$ cat config.mk
export PLATFORM = sky130hd
export DESIGN_NAME = muldiv_seq
export DESIGN_NICKNAME = d
export VERILOG_FILES = /design/src/rtl/muldiv_seq.sv
export SDC_FILE = /design/constraint.sdc
export NUM_CORES = 1
export LEC_CHECK = 0
export ABC_AREA = 1
export CORE_MARGIN = 3
export CORE_UTILIZATION = 40
export DETAILED_ROUTE_END_ITERATION = 7
export MAX_ROUTING_LAYER = met4
export SLEW_MARGIN = 25
export SYNTH_ARGS = -nofsm -noshare
export SYNTH_HDL_FRONTEND = slang
export SYNTH_SLANG_ARGS = --single-unit
$ cat constraint.sdc
create_clock -name i_clk -period 5.87 [get_ports i_clk]
set_input_delay 1.174 -clock i_clk [delete_from_list [all_inputs] [get_ports i_clk]]
set_output_delay 1.174 -clock i_clk [all_outputs]
set_load 0.05 [all_outputs]
$ cat src/rtl/muldiv_seq.sv
// Iterative multiply/divide sequencer that owns the HI/LO registers.
// One shared add/subtract path serves mult/multu (shift-add) and div/divu
// (restoring divide). Signed ops run on magnitudes, with the sign fixed in SIGN.
//
// Ports:
//   i_clk, i_rst       clock; synchronous active-high reset
//   i_con_Start        start request, sampled in IDLE/DONE only
//   i_con_Op           00 mult, 01 multu, 10 div, 11 divu
//   i_data_A/B         rs / rt operands, captured at start
//   i_con_MtHi/MtLo    write i_data_A into HI/LO when idle and not starting
//   o_data_Hi/Lo       HI/LO registers
//   o_con_Busy         high in CALC and SIGN
//   o_con_Done         one-cycle pulse once HI/LO hold a new result
module muldiv_seq #(
  parameter int unsigned WIDTH = 32
) (
  input  logic             i_clk,
  input  logic             i_rst,
  input  logic             i_con_Start,
  input  logic [1:0]       i_con_Op,
  input  logic [WIDTH-1:0] i_data_A,
  input  logic [WIDTH-1:0] i_data_B,
  input  logic             i_con_MtHi,
  input  logic             i_con_MtLo,
  output logic [WIDTH-1:0] o_data_Hi,
  output logic [WIDTH-1:0] o_data_Lo,
  output logic             o_con_Busy,
  output logic             o_con_Done
);

  localparam int unsigned CntW = $clog2(WIDTH + 1);

  typedef enum logic [1:0] {StIdle, StCalc, StSign, StDone} state_e;

  state_e               state_q, state_d;
  // Multiply: {upper accumulator, multiplier}. Divide: {remainder, quotient}.
  logic [2*WIDTH-1:0]   acc_q, acc_d;
  // Multiplicand magnitude (multiply) or divisor magnitude (divide).
  logic [WIDTH-1:0]     opb_q, opb_d;
  logic                 is_div_q, is_div_d;
  logic                 neg_res_q, neg_res_d;
  logic                 neg_rem_q, neg_rem_d;
  logic [CntW-1:0]      cnt_q, cnt_d;
  logic [WIDTH-1:0]     hi_q, hi_d, lo_q, lo_d;

  // Start-time operand preparation.
  logic             st_signed, st_div, st_div_zero, st_a_neg, st_b_neg;
  logic [WIDTH-1:0] st_a_mag, st_b_mag;

  always_comb begin
    st_signed   = ~i_con_Op[0];
    st_div      = i_con_Op[1];
    st_div_zero = st_div & (i_data_B == '0);
    // Divide by zero runs A through unsigned so the remainder comes out as A
    // verbatim and no sign fix is applied.
    st_a_neg    = st_signed & i_data_A[WIDTH-1] & ~st_div_zero;
    st_b_neg    = st_signed & i_data_B[WIDTH-1];
    st_a_mag    = st_a_neg ? ('0 - i_data_A) : i_data_A;
    st_b_mag    = st_b_neg ? ('0 - i_data_B) : i_data_B;
  end

  // Shared add/subtract path. WIDTH+2 bits: divide needs the bit shifted out
  // of the remainder plus a borrow bit; multiply needs the carry-out.
  logic [WIDTH:0]   rem_sh;
  logic [WIDTH+1:0] add_a, add_b, add_res;
  logic             borrow;

  always_comb begin
    rem_sh  = acc_q[2*WIDTH-1:WIDTH-1];
    add_a   = is_div_q ? {1'b0, rem_sh} : {2'b00, acc_q[2*WIDTH-1:WIDTH]};
    add_b   = {2'b00, opb_q};
    add_res = is_div_q ? (add_a - add_b) : (add_a + add_b);
    borrow  = add_res[WIDTH+1];
  end

  // Sign fix-up values for the SIGN step.
  logic [2*WIDTH-1:0] prod_fix;
  logic [WIDTH-1:0]   quot_fix, rem_fix;

  always_comb begin
    prod_fix = neg_res_q ? ('0 - acc_q) : acc_q;
    quot_fix = neg_res_q ? ('0 - acc_q[WIDTH-1:0]) : acc_q[WIDTH-1:0];
    rem_fix  = neg_rem_q ? ('0 - acc_q[2*WIDTH-1:WIDTH]) : acc_q[2*WIDTH-1:WIDTH];
  end

  always_comb begin
    state_d   = state_q;
    acc_d     = acc_q;
    opb_d     = opb_q;
    is_div_d  = is_div_q;
    neg_res_d = neg_res_q;
    neg_rem_d = neg_rem_q;
    cnt_d     = cnt_q;
    hi_d      = hi_q;
    lo_d      = lo_q;

    unique case (state_q)
      StIdle, StDone: begin
        if (i_con_Start) begin
          // Start wins over any simultaneous Mt write.
          is_div_d  = st_div;
          neg_res_d = st_a_neg ^ st_b_neg;
          neg_rem_d = st_div & st_a_neg;
          cnt_d     = '0;
          if (st_div) begin
            acc_d = {{WIDTH{1'b0}}, st_a_mag};
            opb_d = st_b_mag;
          end else begin
            acc_d = {{WIDTH{1'b0}}, st_b_mag};
            opb_d = st_a_mag;
          end
          state_d = StCalc;
        end else begin
          if (i_con_MtHi) hi_d = i_data_A;
          if (i_con_MtLo) lo_d = i_data_A;
          state_d = StIdle;
        end
      end

      StCalc: begin
        if (is_div_q) begin
          if (!borrow) acc_d = {add_res[WIDTH-1:0], acc_q[WIDTH-2:0], 1'b1};
          else         acc_d = {acc_q[2*WIDTH-2:0], 1'b0};
        end else begin
          if (acc_q[0]) acc_d = {add_res[WIDTH:0], acc_q[WIDTH-1:1]};
          else          acc_d = {1'b0, acc_q[2*WIDTH-1:1]};
        end
        cnt_d = cnt_q + CntW'(1);
        if (cnt_q == CntW'(WIDTH - 1)) state_d = StSign;
      end

      StSign: begin
        if (is_div_q) begin
          lo_d = quot_fix;
          hi_d = rem_fix;
        end else begin
          {hi_d, lo_d} = prod_fix;
        end
        state_d = StDone;
      end

      default: state_d = StIdle;
    endcase
  end

  always_ff @(posedge i_clk) begin
    if (i_rst) begin
      state_q   <= StIdle;
      acc_q     <= '0;
      opb_q     <= '0;
      is_div_q  <= 1'b0;
      neg_res_q <= 1'b0;
      neg_rem_q <= 1'b0;
      cnt_q     <= '0;
      hi_q      <= '0;
      lo_q      <= '0;
    end else begin
      state_q   <= state_d;
      acc_q     <= acc_d;
      opb_q     <= opb_d;
      is_div_q  <= is_div_d;
      neg_res_q <= neg_res_d;
      neg_rem_q <= neg_rem_d;
      cnt_q     <= cnt_d;
      hi_q      <= hi_d;
      lo_q      <= lo_d;
    end
  end

  assign o_data_Hi  = hi_q;
  assign o_data_Lo  = lo_q;
  assign o_con_Busy = (state_q == StCalc) || (state_q == StSign);
  assign o_con_Done = (state_q == StDone);

endmodule

======== After elaboration in Yosys (flattened, before gate mapping) ========
Cells that the tools add are included.
word-level totals
  word-level logic and storage cells ...... 71
  output and inout port bits .............. 66
  bits in registers ....................... 171
cells by class
  reduce and logical (&&, ||, !) cells .... 10
  $add $sub $neg .......................... 8
  bitwise operators ....................... 8
  muxes and demuxes ....................... 27
  equal/unequal tests ..................... 9
operators with widths
  operator                                             count
  2-to-1 mux 32 bit                                    12
  2-to-1 mux 64 bit                                    5
  case mux 32 bit (2 select lines)                     2
  case mux 64 bit (2 select lines)                     1
  subtractor 1 x 32 -> 32 bit, first input constant    4
  subtractor 1 x 64 -> 64 bit, first input constant    1
  adder 33 x 32 -> 34 bit                              1
  2-to-1 mux 34 bit                                    1
  subtractor 33 x 32 -> 34 bit                         1
  2-to-1 mux 33 bit                                    1
  zero test 32 bit                                     1
  case mux 6 bit (2 select lines)                      1
  inequality test 2 bit, second input constant         5
  adder 6 x 1 -> 6 bit, second input constant          1
  equality test 6 x 5 -> 1 bit, second input constant  1
  2-to-1 mux 6 bit                                     1
  case mux 2 bit (3 select lines)                      1
  AND reduction 3 bit                                  2
  AND 1 bit                                            5
  equality test 2 bit, second input constant           2
  AND reduction 2 bit                                  2
  nonzero test 2 bit                                   2
  equality test 2 x 1 -> 1 bit, second input constant  1
  zero test 2 bit                                      1
  6 further kinds                                      7

======== Depth between registers and ports, before layout ========
Gate-level depths: netlist (run 1).
  depth in word-level cells ............... 8
  depth in mapped cells ................... 26
  mapped depth without buffers ............ 24

======== Least setup slack after synthesis (run 1) ========
No wires, ideal clock.
  path type ............................... register to register
  start point ............................. register is_div_q
  end point ............................... register acc_q[32]
  library setup time ...................... 0.132 ns
  data required time ...................... 5.738 ns
  clock period less this slack ............ 3.315 ns
  setup slack ............................. 2.555 ns
  stages on the path, launching flop included .. 24
  arrival ................................. 3.182 ns
  path buffers ............................ 5
  cell sequence ........................... dfxtp_1 -> inv_1 -> buf_2 -> clkbuf_1 -> clkbuf_1 -> clkbuf_1 -> a21oi_1 -> ha_1 -> nand2_1 -> nor2_1 -> nand2_1 -> clkinv_1 -> nand4_1 -> nand3_1 -> nand2_1 -> inv_1 -> nand3_1 -> nand3_1 -> nand2_2 -> buf_2 -> nand2_1 -> nand2_1 -> nand2_1 -> a21oi_1
on the way
  longest elaborated chain between the ends .. 6
  elaborated cells between the ends (all ways) .. 8
RTL lines
  what                                                                            RTL line  source
  from (decl)                                                                     40        logic is_div_q, is_div_d;
  from (signal assigned)                                                          161       is_div_q <= is_div_d;
  2-to-1 mux 33 bit                                                               70        add_a = is_div_q ? {1'b0, rem_sh} : {2'b00, acc_q[2*WIDTH-1:WIDTH]};
  adder 33 x 32 -> 34 bit / subtractor 33 x 32 -> 34 bit (equally long branches)  72        add_res = is_div_q ? (add_a - add_b) : (add_a + add_b);
  2-to-1 mux 34 bit                                                               72
  2-to-1 mux 64 bit (on tied branches)                                            125, 122
  2-to-1 mux 64 bit (*)                                                           121       if (is_div_q) begin
  case mux 64 bit (2 select lines) (*)                                            97        unique case (state_q)
  to (signal assigned)                                                            149       acc_q <= '0;
  to (signal assigned)                                                            159       acc_q <= acc_d;
  to (decl)                                                                       37        logic [2*WIDTH-1:0] acc_q, acc_d;
Mark *: on every way between the ends. The rest lies on a longest branch, timed or not.
A chain may end at the register's enable or synchronous reset.

======== Final worst setup path (run 1) ========
  start point ............................. register opb_q[1]
  end point ............................... register acc_q[61]
on the way
  longest elaborated chain between the ends .. 5
  elaborated cells between the ends (all ways) .. 7
RTL lines
  what                                                                            RTL line  source
  from (decl)                                                                     39        logic [WIDTH-1:0] opb_q, opb_d;
  from (signal assigned)                                                          160       opb_q <= opb_d;
  adder 33 x 32 -> 34 bit / subtractor 33 x 32 -> 34 bit (equally long branches)  72
  2-to-1 mux 34 bit (*)                                                           72
  2-to-1 mux 64 bit (on tied branches)                                            125, 122
  2-to-1 mux 64 bit (*)                                                           121
  case mux 64 bit (2 select lines) (*)                                            97
Marks and branches as above.

==> impl_metrics.tcl, run 1 <==
set metrics [dict create \
    tritoncts "yes" \
    final.fill_count 4524 \
    dpl.hpwl_um 61900 \
    min-delay-path-class "reg -> reg" \
    worst_setup_path_end_kind "register" \
    regArea_sq_um 3430 \
    power.leakage_nw 8.39 \
    critical_path_class "reg -> reg" \
    setup-tns-final_ns 0 \
    final_nets 3062 \
    vdd.ir_drop.worst_uv 222 \
    synth-edff-count 0 \
    first_pass_grt_wire_length_um 117000 \
    core_area_sq_um 41000 \
    synth_top_area_share_pct 20.5 \
    maximum_number_of_pins_on_one_net_before_global_route_repair 99 \
    drc 0 \
    netlist_area_sq_um 16700 \
    worst_slew_pin_slew_ns 1.09 \
    global_placer_s_final_weighted_congestion 1.03 \
    drt-vias-per-instance 5.86 \
    initial_utilization_pct 40.7 \
    first_global_vias 18592 \
    antenna_found_initial 1 \
    share_of_final_layout_standard_cells_stronger_than_drive_strength_1_pct 4.05 \
    ctsLongestPathBuffers 2 \
    yosysSeqAreaShare_pct 20.5 \
    synthesis.area_per_instance_sq_um 5.72 \
    worstSkewPairLatency_ns 0.47 \
    dieWidth_um 210 \
    instance_count_of_the_mapped_netlist 2917 \
    period_share_pct 82.2 \
    slew-limit-headroom_pct 27.5 \
    clk_pin_slew_worst_paths_ns 0.07 \
    synth_ff_type "dfxtp_1" \
    ys_types 51 \
    yosysWarningCount 0 \
    max_freq_mhz 207 \
    timing.clock.skew_ns 0.0197 \
    min_period_ns 4.82 \
    rsz_0062_raised_after_global_routing "false" \
    async_flop_share_pct 0 \
    die_height_um 210 \
    drt_first_iter_violations 2692 \
    finalSetupViolations 0 \
    hold_viol_final 0 \
    post-route-worst-setup-slack_ns 1.05 \
    multi_input_comb_area_sq_um 11500 \
    worstPathArrival_ns 5.21 \
    run_status "finished, final reports clean" \
    area_growth_pct 13.4 \
    track_usage_pct 35.5 \
    cts.htree.levels 4 \
    top_level_ports 137 \
    drtAntennaViolNets 0 \
    mappedNetlistNets 3030 \
    floorplan.die_area_sq_um 44200 \
    worstHoldPathCells 2 \
    drt_pre_antenna_iters 6 \
    post-synth-top-count-cell "nand2_1" \
    required_ns 6.26 \
    synth.ff_latch_count 171 \
    worst-r2r-cell-count 21 \
    num_vias 20465 \
    route.detailed.wl_per_inst_um 22.5 \
    synth_commonest_cells "nand2_1, nor2_1, a21oi_1" \
    synth.top_cells.by_area "dfxtp_1, nand2_1, a21oi_1" \
    final-max-slew-violation-count 0 \
    cts.hold.buffers_added 0 \
    cts.repair.resized 0 \
    buffer_ports.inserted 136 \
    power_per_cell_area_nw_per_um2 623 \
    holdWs_ns 0.493 \
    grt_overflow 0 \
    rows 74 \
    clock-root-buffer "clkbuf_16" \
    max_fanout_on_critical_path 33 \
    dp_slack_ns 0.978 \
    tritoncts_num_sinks 171 \
    critical_path.startpoint_type "register" \
    post_cts.repair.setup_buffers 0 \
    cap_viol_max_count 0 \
    wl_um 78600 \
    cts_inserted_buffers 17 \
    yosysTopAreaCell "dfxtp_1" \
]
[path summary, 6_finish.rpt]
kind	startpoint	endpoint	slack [ns]
worst max-delay path	opb_q[1]	acc_q[61]	1.05
worst min-delay path	cnt_q[1]	cnt_q[1]	0.49
worst max register to register	opb_q[1]	acc_q[61]	1.05
worst min register to register	cnt_q[1]	cnt_q[1]	0.49
[logic make-up (layout without fill, tap and decap cells)]
| group | after synthesis | in the layout | synth area share [%] |
|---|---|---|---|
| flops | 171 | 171 | 20.5 |
| xor+xnor | 132 | 132 | 6.93 |
| compound gates | 716 | 716 | 23.5 |
| other cells | 0 | 1 | 0 |
| simple gates | 1401 | 1401 | 35.3 |
| buf+inv | 455 | 500 | 10.5 |
| fa+ha+maj | 42 | 42 | 3.20 |
[state kept, by name, summed over array words and instances, names as in the netlist]
register / count
o_data_Hi: 32
neg_res_q: 1
o_data_Lo: 32
is_div_q: 1
neg_rem_q: 1
state_q: 2
opb_q: 32
acc_q: 64
cnt_q: 6
[area by class of cell]
| class | instances | share of cell area (%) |
|---|---|---|
| clock inverter | 14 | 0.787 |
| clock buffer | 18 | 2.27 |
| inverter | 307 | 6.11 |
| sequential | 171 | 18.1 |
| timing repair buffer | 161 | 8.24 |
| antenna | 1 | 0.0132 |
| multi-input combinational | 2291 | 60.9 |
| tap | 532 | 3.52 |
[power breakdown]
part / internal, mW / switching, mW
clock network: 0.568 / 0.598
logic: 2.57 / 5.96
registers: 1.53 / 0.549
[through the flow]
| stage | std cells | power, mW | area [sq um] | utilization, % |
|---|---|---|---|---|
| 2_1_floorplan | 2917 | 7.74 | 16700 | - |
| 4_1_cts | 3494 | 11.6 | 18900 | 46.1 |
| 6_report | 3495 | 11.8 | 18900 | 46.1 |
| 3_3_place_gp | 3462 | 10.4 | 18300 | 44.7 |
| 5_1_grt | 3495 | 12.6 | 18900 | 46.1 |
| 3_5_place_dp | 3462 | 10.4 | 18300 | 44.7 |
[worst max-delay path, cell delays in order, from the launching register on]
cell     delay [ns]
dfxtp_1        0.33
inv_1          0.09
ha_1           0.17
nand2_1        0.09
nor2_2         0.17
inv_1          0.07
o21ai_0        0.58
nand2_1        0.23
a21oi_1        0.21
xor2_1         0.20
ha_1           0.34
a21oi_1        0.28
nor2_1         0.08
nor2_1         0.20
nor2_1         0.09
nor2_2         0.27
nand3_1        0.22
nand2_2        0.66
nand2_1        0.17
nand2_1        0.12
nand2_1        0.05
a21oi_1        0.12
[layer usage]
metal	GRT usage (%)	part of all wire (%)	up-vias
met5	-	0	-
met4	13.4	4.3	0
met3	5.64	9.1	162
met2	52.9	43	1084
met1	48.5	43	9533
li1	-	-	9686
[placed cells by master (no fill, tap or decap), types with 6 or more instances in the layout]
cell             netlist  final
a21o_1                 8      8
a21oi_1              321    321
a22oi_1               18     18
a31oi_1               42     42
buf_4                  3     25
clkbuf_16              0     17
clkdlybuf4s50_1        0    135
dfxtp_1              171    169
ha_1                  41     40
inv_1                297    294
inv_2                  5      7
inv_8                  0      6
nand2_1              708    707
nand2_2               10     11
nand3_1              200    200
nand3b_1              10     10
nand4_1               37     37
nor2_1               350    349
nor2_2                11     12
nor3_1                35     35
nor4_1                14     14
o211ai_1              25     25
o21ai_0              236    236
o21ai_1               11     10
o21bai_1              29     29
or2_2                  9      9
xnor2_1               19     19
xor2_1               113    113
Power figures use the tool's default switching activity.
==> run 2, diff against run 1 <==
clock period = 4 ns   (was 5.87 ns; I/O delays follow)
==> run 2 against run 1 <==
Via count up 2.0%. First-iteration DRC count increased by 5.7%. Worst setup slack worse by 0.85 ns. Wire length up 1.5%. Final area is 4.9% higher. Largest cell class unchanged. Highest routed layer unchanged.
==> impl_metrics.tcl, run 2 (same netlist as run 1, synthesis figures left out) <==
set metrics [dict create \
    floorplan.die_area_sq_um 44200 \
    dieWidth_um 210 \
    rsz_0062_raised_after_global_routing "true" \
    drt_first_iter_violations 2845 \
    grt-busiest-layer "met2" \
    first_global_vias 18772 \
    first_pass_grt_wire_length_um 117000 \
    period_share_pct 95.0 \
    grt.met2_usage_pct 51.7 \
    maximum_number_of_pins_on_one_net_before_global_route_repair 74 \
    cts.hold.buffers_added 0 \
    internal_power_mw 7.53 \
    cap_viol_max_count 0 \
    area_growth_pct 18.9 \
    track_usage_pct 35.5 \
    power_switching_mw 11.0 \
    worst_r2r_endpoint "acc_q[56]" \
    r2r_setup_slack_ns 0.20 \
    buffer_ports.inserted 136 \
    power.switching_fraction_pct 59.4 \
    global_placer_s_final_weighted_congestion 1.04 \
    ctsLongestPathBuffers 2 \
    pwr-share-clk_pct 9.6 \
    grt_overflow 0 \
    top_level_ports 137 \
    critical_path_class "reg -> reg" \
    dp_slack_ns 0.000937 \
    clk_pin_slew_worst_paths_ns 0.08 \
    antenna_found_initial 1 \
    timing.rr.start "opb_q[0]" \
    tritoncts "yes" \
    route.detailed.wl_per_inst_um 22.4 \
    slew-limit-headroom_pct 41.0 \
    vdd.ir_drop.worst_uv 337 \
    dpl.hpwl_um 62300 \
    multi_input_comb_area_sq_um 11700 \
    final.fill_count 4432 \
    power_frac_comb_pct 74.4 \
    total_power_mw 18.5 \
    holdWs_ns 0.508 \
    worst-r2r-cell-count 23 \
    final-max-slew-violation-count 0 \
    min_period_ns 3.80 \
    final_cell_mix "nand2_1, nor2_1, a21oi_1" \
    finalSetupViolations 0 \
    power_per_cell_area_nw_per_um2 934 \
    seq_power_share_pct 16.0 \
    worst_hold_startpoint "acc_q[54]" \
    cts.htree.levels 4 \
    rows 74 \
    worst_slew_pin_slew_ns 0.884 \
    power.leakage_nw 8.88 \
    share_of_final_layout_standard_cells_stronger_than_drive_strength_1_pct 7.58 \
    drt_pre_antenna_iters 8 \
    max_fanout_on_critical_path 8 \
    layout.cells.most_common "nand2_1" \
    max_flop_register "acc_q" \
    num_vias 20877 \
    worstPathArrival_ns 4.18 \
    required_ns 4.38 \
    regArea_sq_um 3430 \
    drc 0 \
    cts_inserted_buffers 17 \
    drtAntennaViolNets 0 \
    worstHoldPathCells 2 \
    core_area_sq_um 41000 \
    worst_setup_path_end_kind "register" \
    max_freq_mhz 263 \
    min-delay-path-class "reg -> reg" \
    tritoncts_num_sinks 171 \
    critical_path.startpoint_type "register" \
    drt-vias-per-instance 5.85 \
    post-route-worst-setup-slack_ns 0.200 \
    run_status "finished, final reports clean" \
    final_nets 3136 \
    wl_um 79800 \
    die_height_um 210 \
    hold_viol_final 0 \
    initial_utilization_pct 40.7 \
    clock-root-buffer "clkbuf_16" \
    timing.clock.skew_ns 0.0176 \
    worstSkewPairLatency_ns 0.47 \
    grt.met3_usage_pct 6.04 \
    largest_reg_flops 64 \
    holdPathEnd "acc_q[54]" \
    global_route.usage.met1_pct 49.9 \
]
run 2: area by class of cell:
| cell class | count | share of cell area (%) |
|---|---|---|
| clock inverter | 15 | 0.952 |
| inverter | 307 | 5.82 |
| tap | 532 | 3.36 |
| clock buffer | 17 | 2.14 |
| timing repair buffer | 235 | 11.2 |
| antenna | 1 | 0.0126 |
| sequential | 171 | 17.3 |
| multi-input combinational | 2291 | 59.2 |
run 2: stage by stage:
stage	instances	setup TNS, ns	cell area (sq um)	util (%)
floorplan	2917	0	16700	-
global placement	3529	-0.643	18900	46.0
detailed placement	3529	0	18900	46.0
CTS	3561	0	19500	47.5
global route	3569	-0.344	19800	48.4
finish	3569	0	19800	48.4
run 2: power groups by stage:
stage	combinational (mW)	clock [mW]	sequential (mW)
after detailed placement	13.0	0	2.96
after floorplan	7.86	0	3.50
after global routing	14.9	1.84	3.01
after global placement	13.0	0	2.96
final	13.8	1.77	2.97
after CTS	13.1	1.77	2.93
run 2: what timing repair did:
item,4_1_cts,5_1_grt
buffers inserted,0,2
resized for setup,1,53
setup endpoints to repair,4,33
pin swaps,0,14
gates cloned,0,5
hold endpoints to repair,0,0
run 2: critical path, cell delays in order (launching register included):
cell,delay [ns]
dfxtp_1,0.34
inv_1,0.09
nand3_2,0.10
nor2_4,0.14
nand4_1,0.20
nor2_2,0.21
nand3_2,0.14
nor2_2,0.15
inv_1,0.09
o21ai_4,0.20
o21ai_1,0.10
xor2_1,0.19
inv_1,0.11
ha_4,0.32
nand4_1,0.16
nor2_4,0.21
nand3_2,0.13
buf_4,0.17
nand4_4,0.14
clkbuf_16,0.19
nand3_1,0.07
nand2_1,0.07
nand2_1,0.05
a21oi_1,0.14
run 2: per-layer routing:
metal	share of wire (%)	vias to the layer above	routed length, um
li1	-	9822	-
met1	44	9763	34900
met2	43	1157	33900
met3	10	135	7990
met4	3.7	0	2980
met5	0	-	0
run 2: how the worst max path moves through the flow:
stage,startpoint,endpoint,slack (ns),cells after the start
after floorplan,is_div_q,acc_q[32],0.69,23
after global placement,opb_q[2],acc_q[34],-0.04,22
after detailed placement,opb_q[2],acc_q[38],0.0009,22
after CTS,opb_q[2],acc_q[49],0.07,23
after global routing,opb_q[0],acc_q[62],-0.04,24
final,opb_q[0],acc_q[56],0.20,23
